===== src/rtl/smvm_stream_tx.sv =====
// Loads one sparse matrix and one dense vector, then on start streams them out with no gaps.
// Order is header, vector, val/col pairs, terminator; the header is driven the cycle after start and done one cycle after the terminator; no backpressure.
module smvm_stream_tx #(
    parameter int MAX_NNZ = 32,
    parameter int AW      = $clog2(MAX_NNZ)
) (
    input  logic          clk,
    input  logic          rst_n,
    input  logic [7:0]    cfg_rows,
    input  logic [2:0]    cfg_cols,
    input  logic [AW:0]   nz_count,
    input  logic          start,
    input  logic          vec_wr_en,
    input  logic [2:0]    vec_wr_addr,
    input  logic [7:0]    vec_wr_data,
    input  logic          nz_wr_en,
    input  logic [AW-1:0] nz_wr_addr,
    input  logic [11:0]   nz_wr_data,
    output logic [7:0]    val_out,
    output logic [2:0]    col_out,
    output logic          ipv_out,
    output logic          busy,
    output logic          done,
    output logic          err
);

    typedef enum logic [2:0] {IDLE, HDR, VEC, NZ_VAL, NZ_COL, TERM, FIN} state_t;

    state_t      state, state_n;
    logic [7:0]  vec_mem [8];
    logic [11:0] nz_mem  [MAX_NNZ];

    logic [7:0]  rows_q, rows_n;
    logic [2:0]  cols_q, cols_n;
    logic [AW:0] cnt_q, cnt_n;
    logic [2:0]  vec_idx, vec_idx_n, vec_idx_p1;
    logic [AW:0] nz_idx, nz_idx_n, nz_idx_p1, nz_next;
    logic [8:0]  rs_cnt, rs_cnt_n;
    logic        err_flag, err_flag_n;
    logic [7:0]  val_n;
    logic [2:0]  col_n;
    logic        ipv_n, busy_n, done_n, err_n;
    logic        nz_enter, cfg_bad;
    logic [AW-1:0] rd_addr;
    logic [11:0] ent;

    always_ff @(posedge clk or negedge rst_n) begin
        if (!rst_n) begin
            for (int i = 0; i < 8; i++)       vec_mem[i] <= '0;
            for (int i = 0; i < MAX_NNZ; i++) nz_mem[i]  <= '0;
        end else if (state == IDLE) begin
            if (vec_wr_en) vec_mem[vec_wr_addr] <= vec_wr_data;
            if (nz_wr_en)  nz_mem[nz_wr_addr]   <= nz_wr_data;
        end
    end

    assign vec_idx_p1 = vec_idx + 3'd1;
    assign nz_idx_p1  = nz_idx + (AW+1)'(1);
    assign cfg_bad    = (cfg_rows == 8'd0) || (cfg_cols == 3'd0) || (nz_count == '0) ||
                        (nz_count > (AW+1)'(MAX_NNZ));

    // Entry n is needed while in NZ_VAL; entry n+1 (or 0) is looked ahead from NZ_COL / VEC.
    always_comb begin
        rd_addr = '0;
        if (state == NZ_VAL)      rd_addr = nz_idx[AW-1:0];
        else if (state == NZ_COL) rd_addr = nz_idx_p1[AW-1:0];
    end
    assign ent = nz_mem[rd_addr];

    always_comb begin
        state_n    = state;
        rows_n     = rows_q;
        cols_n     = cols_q;
        cnt_n      = cnt_q;
        vec_idx_n  = vec_idx;
        nz_idx_n   = nz_idx;
        rs_cnt_n   = rs_cnt;
        err_flag_n = err_flag;
        val_n      = 8'd0;
        col_n      = 3'd0;
        ipv_n      = 1'b0;
        busy_n     = 1'b0;
        done_n     = 1'b0;
        err_n      = 1'b0;
        nz_enter   = 1'b0;
        nz_next    = '0;
        case (state)
            IDLE: if (start) begin
                rows_n     = cfg_rows;
                cols_n     = cfg_cols;
                cnt_n      = nz_count;
                vec_idx_n  = 3'd0;
                nz_idx_n   = '0;
                rs_cnt_n   = 9'd0;
                err_flag_n = 1'b0;
                if (cfg_bad) begin
                    state_n = FIN;
                    done_n  = 1'b1;
                    err_n   = 1'b1;
                end else begin
                    state_n = HDR;
                    busy_n  = 1'b1;
                    val_n   = cfg_rows;
                    col_n   = cfg_cols;
                end
            end
            HDR: begin
                state_n   = VEC;
                busy_n    = 1'b1;
                vec_idx_n = 3'd0;
                val_n     = vec_mem[0];
            end
            VEC: begin
                busy_n = 1'b1;
                if ({1'b0, vec_idx} + 4'd1 < {1'b0, cols_q}) begin
                    vec_idx_n = vec_idx_p1;
                    val_n     = vec_mem[vec_idx_p1];
                end else begin
                    nz_enter = 1'b1;
                end
            end
            NZ_VAL: begin
                state_n = NZ_COL;
                busy_n  = 1'b1;
                col_n   = ent[10:8];
            end
            NZ_COL: begin
                busy_n = 1'b1;
                if (nz_idx_p1 == cnt_q) begin
                    state_n = TERM;
                end else begin
                    nz_enter = 1'b1;
                    nz_next  = nz_idx_p1;
                end
            end
            TERM: begin
                state_n = FIN;
                done_n  = 1'b1;
                err_n   = err_flag | (rs_cnt != {1'b0, rows_q});
            end
            FIN:     state_n = IDLE;
            default: state_n = IDLE;
        endcase

        // A zero value would look like the terminator downstream, so cut the stream there.
        if (nz_enter) begin
            busy_n   = 1'b1;
            nz_idx_n = nz_next;
            if (ent[7:0] == 8'd0) begin
                state_n    = TERM;
                err_flag_n = 1'b1;
            end else begin
                state_n  = NZ_VAL;
                val_n    = ent[7:0];
                ipv_n    = ent[11];
                rs_cnt_n = rs_cnt + {8'd0, ent[11]};
                if (nz_next == '0 && !ent[11]) err_flag_n = 1'b1;
            end
        end
    end

    always_ff @(posedge clk or negedge rst_n) begin
        if (!rst_n) begin
            state    <= IDLE;
            rows_q   <= '0;
            cols_q   <= '0;
            cnt_q    <= '0;
            vec_idx  <= '0;
            nz_idx   <= '0;
            rs_cnt   <= '0;
            err_flag <= 1'b0;
            val_out  <= '0;
            col_out  <= '0;
            ipv_out  <= 1'b0;
            busy     <= 1'b0;
            done     <= 1'b0;
            err      <= 1'b0;
        end else begin
            state    <= state_n;
            rows_q   <= rows_n;
            cols_q   <= cols_n;
            cnt_q    <= cnt_n;
            vec_idx  <= vec_idx_n;
            nz_idx   <= nz_idx_n;
            rs_cnt   <= rs_cnt_n;
            err_flag <= err_flag_n;
            val_out  <= val_n;
            col_out  <= col_n;
            ipv_out  <= ipv_n;
            busy     <= busy_n;
            done     <= done_n;
            err      <= err_n;
        end
    end

endmodule


===== config.mk =====
export PLATFORM = sky130hd
export DESIGN_NAME = smvm_stream_tx
export DESIGN_NICKNAME = d
export VERILOG_FILES = /design/src/rtl/smvm_stream_tx.sv
export SDC_FILE = /design/constraint.sdc
export NUM_CORES = 1
export LEC_CHECK = 0
export BUFFER_PORTS_ARGS = -buffer_cell sky130_fd_sc_hd__buf_2
export CAP_MARGIN = 20
export CORE_MARGIN = 2
export CORE_UTILIZATION = 45
export CTS_CLUSTER_SIZE = 40
export DETAILED_ROUTE_END_ITERATION = 10
export PLACE_DENSITY_LB_ADDON = 0.3
export RECOVER_POWER = 50
export SLEW_MARGIN = 20
export SYNTH_ARGS = -nofsm -noshare
export SYNTH_HDL_FRONTEND = slang
export SYNTH_SLANG_ARGS = --single-unit

===== constraint.sdc =====
create_clock -name clk -period 4.6 [get_ports clk]
set_clock_uncertainty 0.15 [all_clocks]
set_input_delay 0.23 -clock clk [delete_from_list [all_inputs] [get_ports clk]]
set_output_delay 0.23 -clock clk [all_outputs]
set_load 0.05 [all_outputs]

==> results.json <==
{
  "power_switching_mw": 5.64,
  "cp_max_fo": 21,
  "tritoncts": "built",
  "grt_max_degree": 125,
  "syn_nets": 2106,
  "cp.required_ns": 4.93,
  "antenna_found_initial": 1,
  "coreArea_sq_um": 54900,
  "synth.distinct_cells": 78,
  "fin_crit_sh": 0.932,
  "finalHoldViolations": 0,
  "routedWlPerCell_microns": 24.3,
  "io_pins": 65,
  "rsz0062_at_grt": "no",
  "p_int_mw": 10.7,
  "ys_seq_area_frac": 0.506,
  "routed_wl_microns": 69200,
  "ys.flop_type": "dfrtp_1",
  "syn_inst": 2050,
  "dp_slack_ns": 0.393,
  "grt_pass1_wl_microns": 107000,
  "startpoint_type": "flop",
  "slowest_stage": "dfrtp_1",
  "p_comb_frac": 0.339,
  "end_kind": "flop",
  "globalplace.congestion": 0.949,
  "clkPwrFrac": 0.266,
  "clk_path_buf_depth": 3,
  "max-vdd-ir-drop_mv": 0.350,
  "place_hpwl_microns": 45300,
  "power.share.switching": 0.346,
  "clock_latency_ns": 0.62,
  "avgSynthCellArea_sq_um": 12.1,
  "fin_setup_tns_ns": 0,
  "finalWorstSetupSlack_ns": 0.311,
  "track_usage": 0.245,
  "initial_utilization": 0.452,
  "async_flop_share": 1.00,
  "postLayoutCoreUtil": 0.512,
  "grt_overflow": 0,
  "status": "complete, but fails checks",
  "yosys_register_bits": 502,
  "whs_ns": 0.0373,
  "power_density_nw_per_um2": 581,
  "fin_cells": 2854,
  "layout-drive-gt1-share": 0.354,
  "first_iter_violations": 1609,
  "ys_top_cells_by_count": "502 x dfrtp_1, 486 x mux2_2, 214 x nand2_1, 124 x clkbuf_1, 85 x mux2i_1",
  "filler_cell_count": 4705,
  "via_per_inst": 6.18,
  "clkSinkCount": 502,
  "cts_root_buf": "clkbuf_16",
  "drcViolationCount": 0,
  "slowest_delay_ns": 0.55,
  "cap_violations": 1,
  "dieArea_sq_um": 57100,
  "vias": 17600,
  "cp_data_arrival_time_ns": 4.62,
  "worstHoldPathType": "in2reg",
  "max_slew_margin": -1.19,
  "synth.largest_area_cell": "dfrtp_1",
  "synth_edf_count": 0,
  "yosysTopAreaCellShare": 0.506,
  "final-max-slew-violation-count": 121,
  "portBuffers": 64,
  "period_needed_ns": 4.29,
  "tightest_slew_ns": 3.28,
  "drt_first_pass_iters": 5,
  "pwr-share-seq": 0.396,
  "synth_area_sq_um": 24800,
  "violations": "max-capacitance violations, max-slew violations",
  "grt_pass1_vias": 17800,
  "htree_levels": 2,
  "ant_nets": 0,
  "dpl.cell_count": 2732,
  "postCtsHoldBufs": 27,
  "cts_setup_buffers": 0,
  "antennaDiodeCount": 0,
  "max_freq_mhz": 233,
  "yosysWarnings": 0,
  "ctsResizeCount": 0,
  "synth.most_common_cell": "dfrtp_1",
  "fin_nets": 2166,
  "power.leakage_nw": 12.8,
  "cp_cell_sequence": "nor3b_2, a22o_2, buf_12, nand2_1, and3_1, a311oi_1, a31oi_1, mux2_2, mux2i_1, ha_1, ha_1, nand3_1, or4_1, mux2i_1",
  "rows": 86,
  "synth.area.top_cells": "dfrtp_1 51%, mux2_2 22%, mux2i_1 3.4%",
  "finalSetupViolations": 0,
  "die_h_microns": 239,
  "clk_pin_slew_ns": 0.06,
  "dieWidth_microns": 239,
  "numCtsBuffers": 53,
  "area_growth_pct": 13.1,
  "crit_type": "reg2reg"
}
-- path summary, 6_finish.rpt --
kind,startpoint,endpoint,slack [ns],cells past startpoint
worst max-delay path,state[1],rs_cnt[6],0.31,14
worst min-delay path,nz_wr_data[5],nz_mem[377],0.04,3
worst max register to register,state[1],rs_cnt[6],0.31,14
worst min register to register,rs_cnt[8],rs_cnt[8],0.34,1
max in group asynchronous,rst_n,nz_mem[127],0.82,3
min in group asynchronous,rst_n,vec_mem[28],1.07,2
-- layout make-up --
class | count | area (sq um) | area share
Tap cell | 704 | 881 | 0.0314
Inverter | 18 | 67.6 | 0.00241
Sequential cell | 502 | 12600 | 0.448
Multi-Input combinational cell | 1353 | 11400 | 0.408
Clock inverter | 19 | 185 | 0.00660
Timing Repair Buffer | 182 | 1360 | 0.0485
Clock buffer | 76 | 1570 | 0.0560
-- state kept, by name (all words and copies together), names as in the netlist, 3 cells and up --
name and cells:
nz_mem 384, vec_mem 64, rs_cnt 9, rows_q 8
val_out 8, cnt_q 6, nz_idx 6, col_out 3
cols_q 3, state 3, vec_idx 3
-- layout by cell type, fill, tap and decap left out, types with 8 or more instances in the layout --
cell / Yosys / layout
buf_2: 22 / 48
nor2_1: 30 / 30
xor2_1: 11 / 11
clkbuf_16: 0 / 53
o22ai_1: 38 / 38
nand2_1: 214 / 214
inv_1: 18 / 18
clkinv_2: 0 / 15
and3_1: 21 / 21
buf_12: 0 / 9
o221ai_1: 40 / 40
a311oi_1: 24 / 24
clkbuf_8: 0 / 16
o21a_1: 20 / 20
mux4_2: 22 / 22
a21oi_1: 20 / 20
nand3_1: 45 / 45
nor4_1: 10 / 10
o211ai_1: 11 / 11
a222oi_1: 8 / 8
nor3_1: 12 / 10
a211oi_1: 24 / 24
dfrtp_1: 502 / 500
nand4_1: 10 / 10
o21ai_0: 62 / 62
dlygate4sd3_1: 0 / 27
nor3b_1: 11 / 11
buf_4: 18 / 80
a31oi_1: 25 / 24
mux2_2: 486 / 486
clkbuf_1: 124 / 22
mux2i_1: 85 / 85
-- power by group through the flow --
stage	clock, mW	sequential (mW)	combinational [mW]
after global routing	4.58	6.58	5.95
after CTS	4.41	6.42	5.48
after detailed placement	0	6.49	5.43
after global placement	0	6.41	5.31
final	4.33	6.45	5.52
after floorplan	0	6.30	3.84
-- worst max-delay path: cells and delay by family (launching register included) --
kind                     cells  cell delay (ns)
AND/OR/NAND/NOR              5             1.22
flip-flops                   1             0.55
buffers and inverters        1             0.22
multiplexers                 3             0.79
adder cells (fa/ha/maj)      2             0.50
AO/OA/AOI/OAI                3             0.73
-- per-layer routing --
layer,share of wire,GRT usage
met2,0.46,0.385
met4,0.035,0.0964
met3,0.058,0.0320
met5,0,0
met1,0.44,0.345
-- per-stage QoR --
| stage | area, sq um | power, mW |
|---|---|---|
| 6_report | 28100 | 16.3 |
| 3_5_place_dp | 26100 | 11.9 |
| 3_3_place_gp | 26100 | 11.7 |
| 5_1_grt | 28100 | 17.1 |
| 2_1_floorplan | 24800 | 10.1 |
| 4_1_cts | 28100 | 16.3 |
-- cells by family after synthesis --
group                      Yosys count  share of synthesized area
xor gates and xnor gates            19                    0.00700
and+or+nand+nor                    403                     0.0781
buffers and inverters              195                     0.0348
adders and majority gates            6                    0.00302
muxes                              593                      0.275
AOI/OAI and AO/OA                  332                     0.0965
DFF                                502                      0.506
Note: power is estimated with default switching activity, not from simulation.
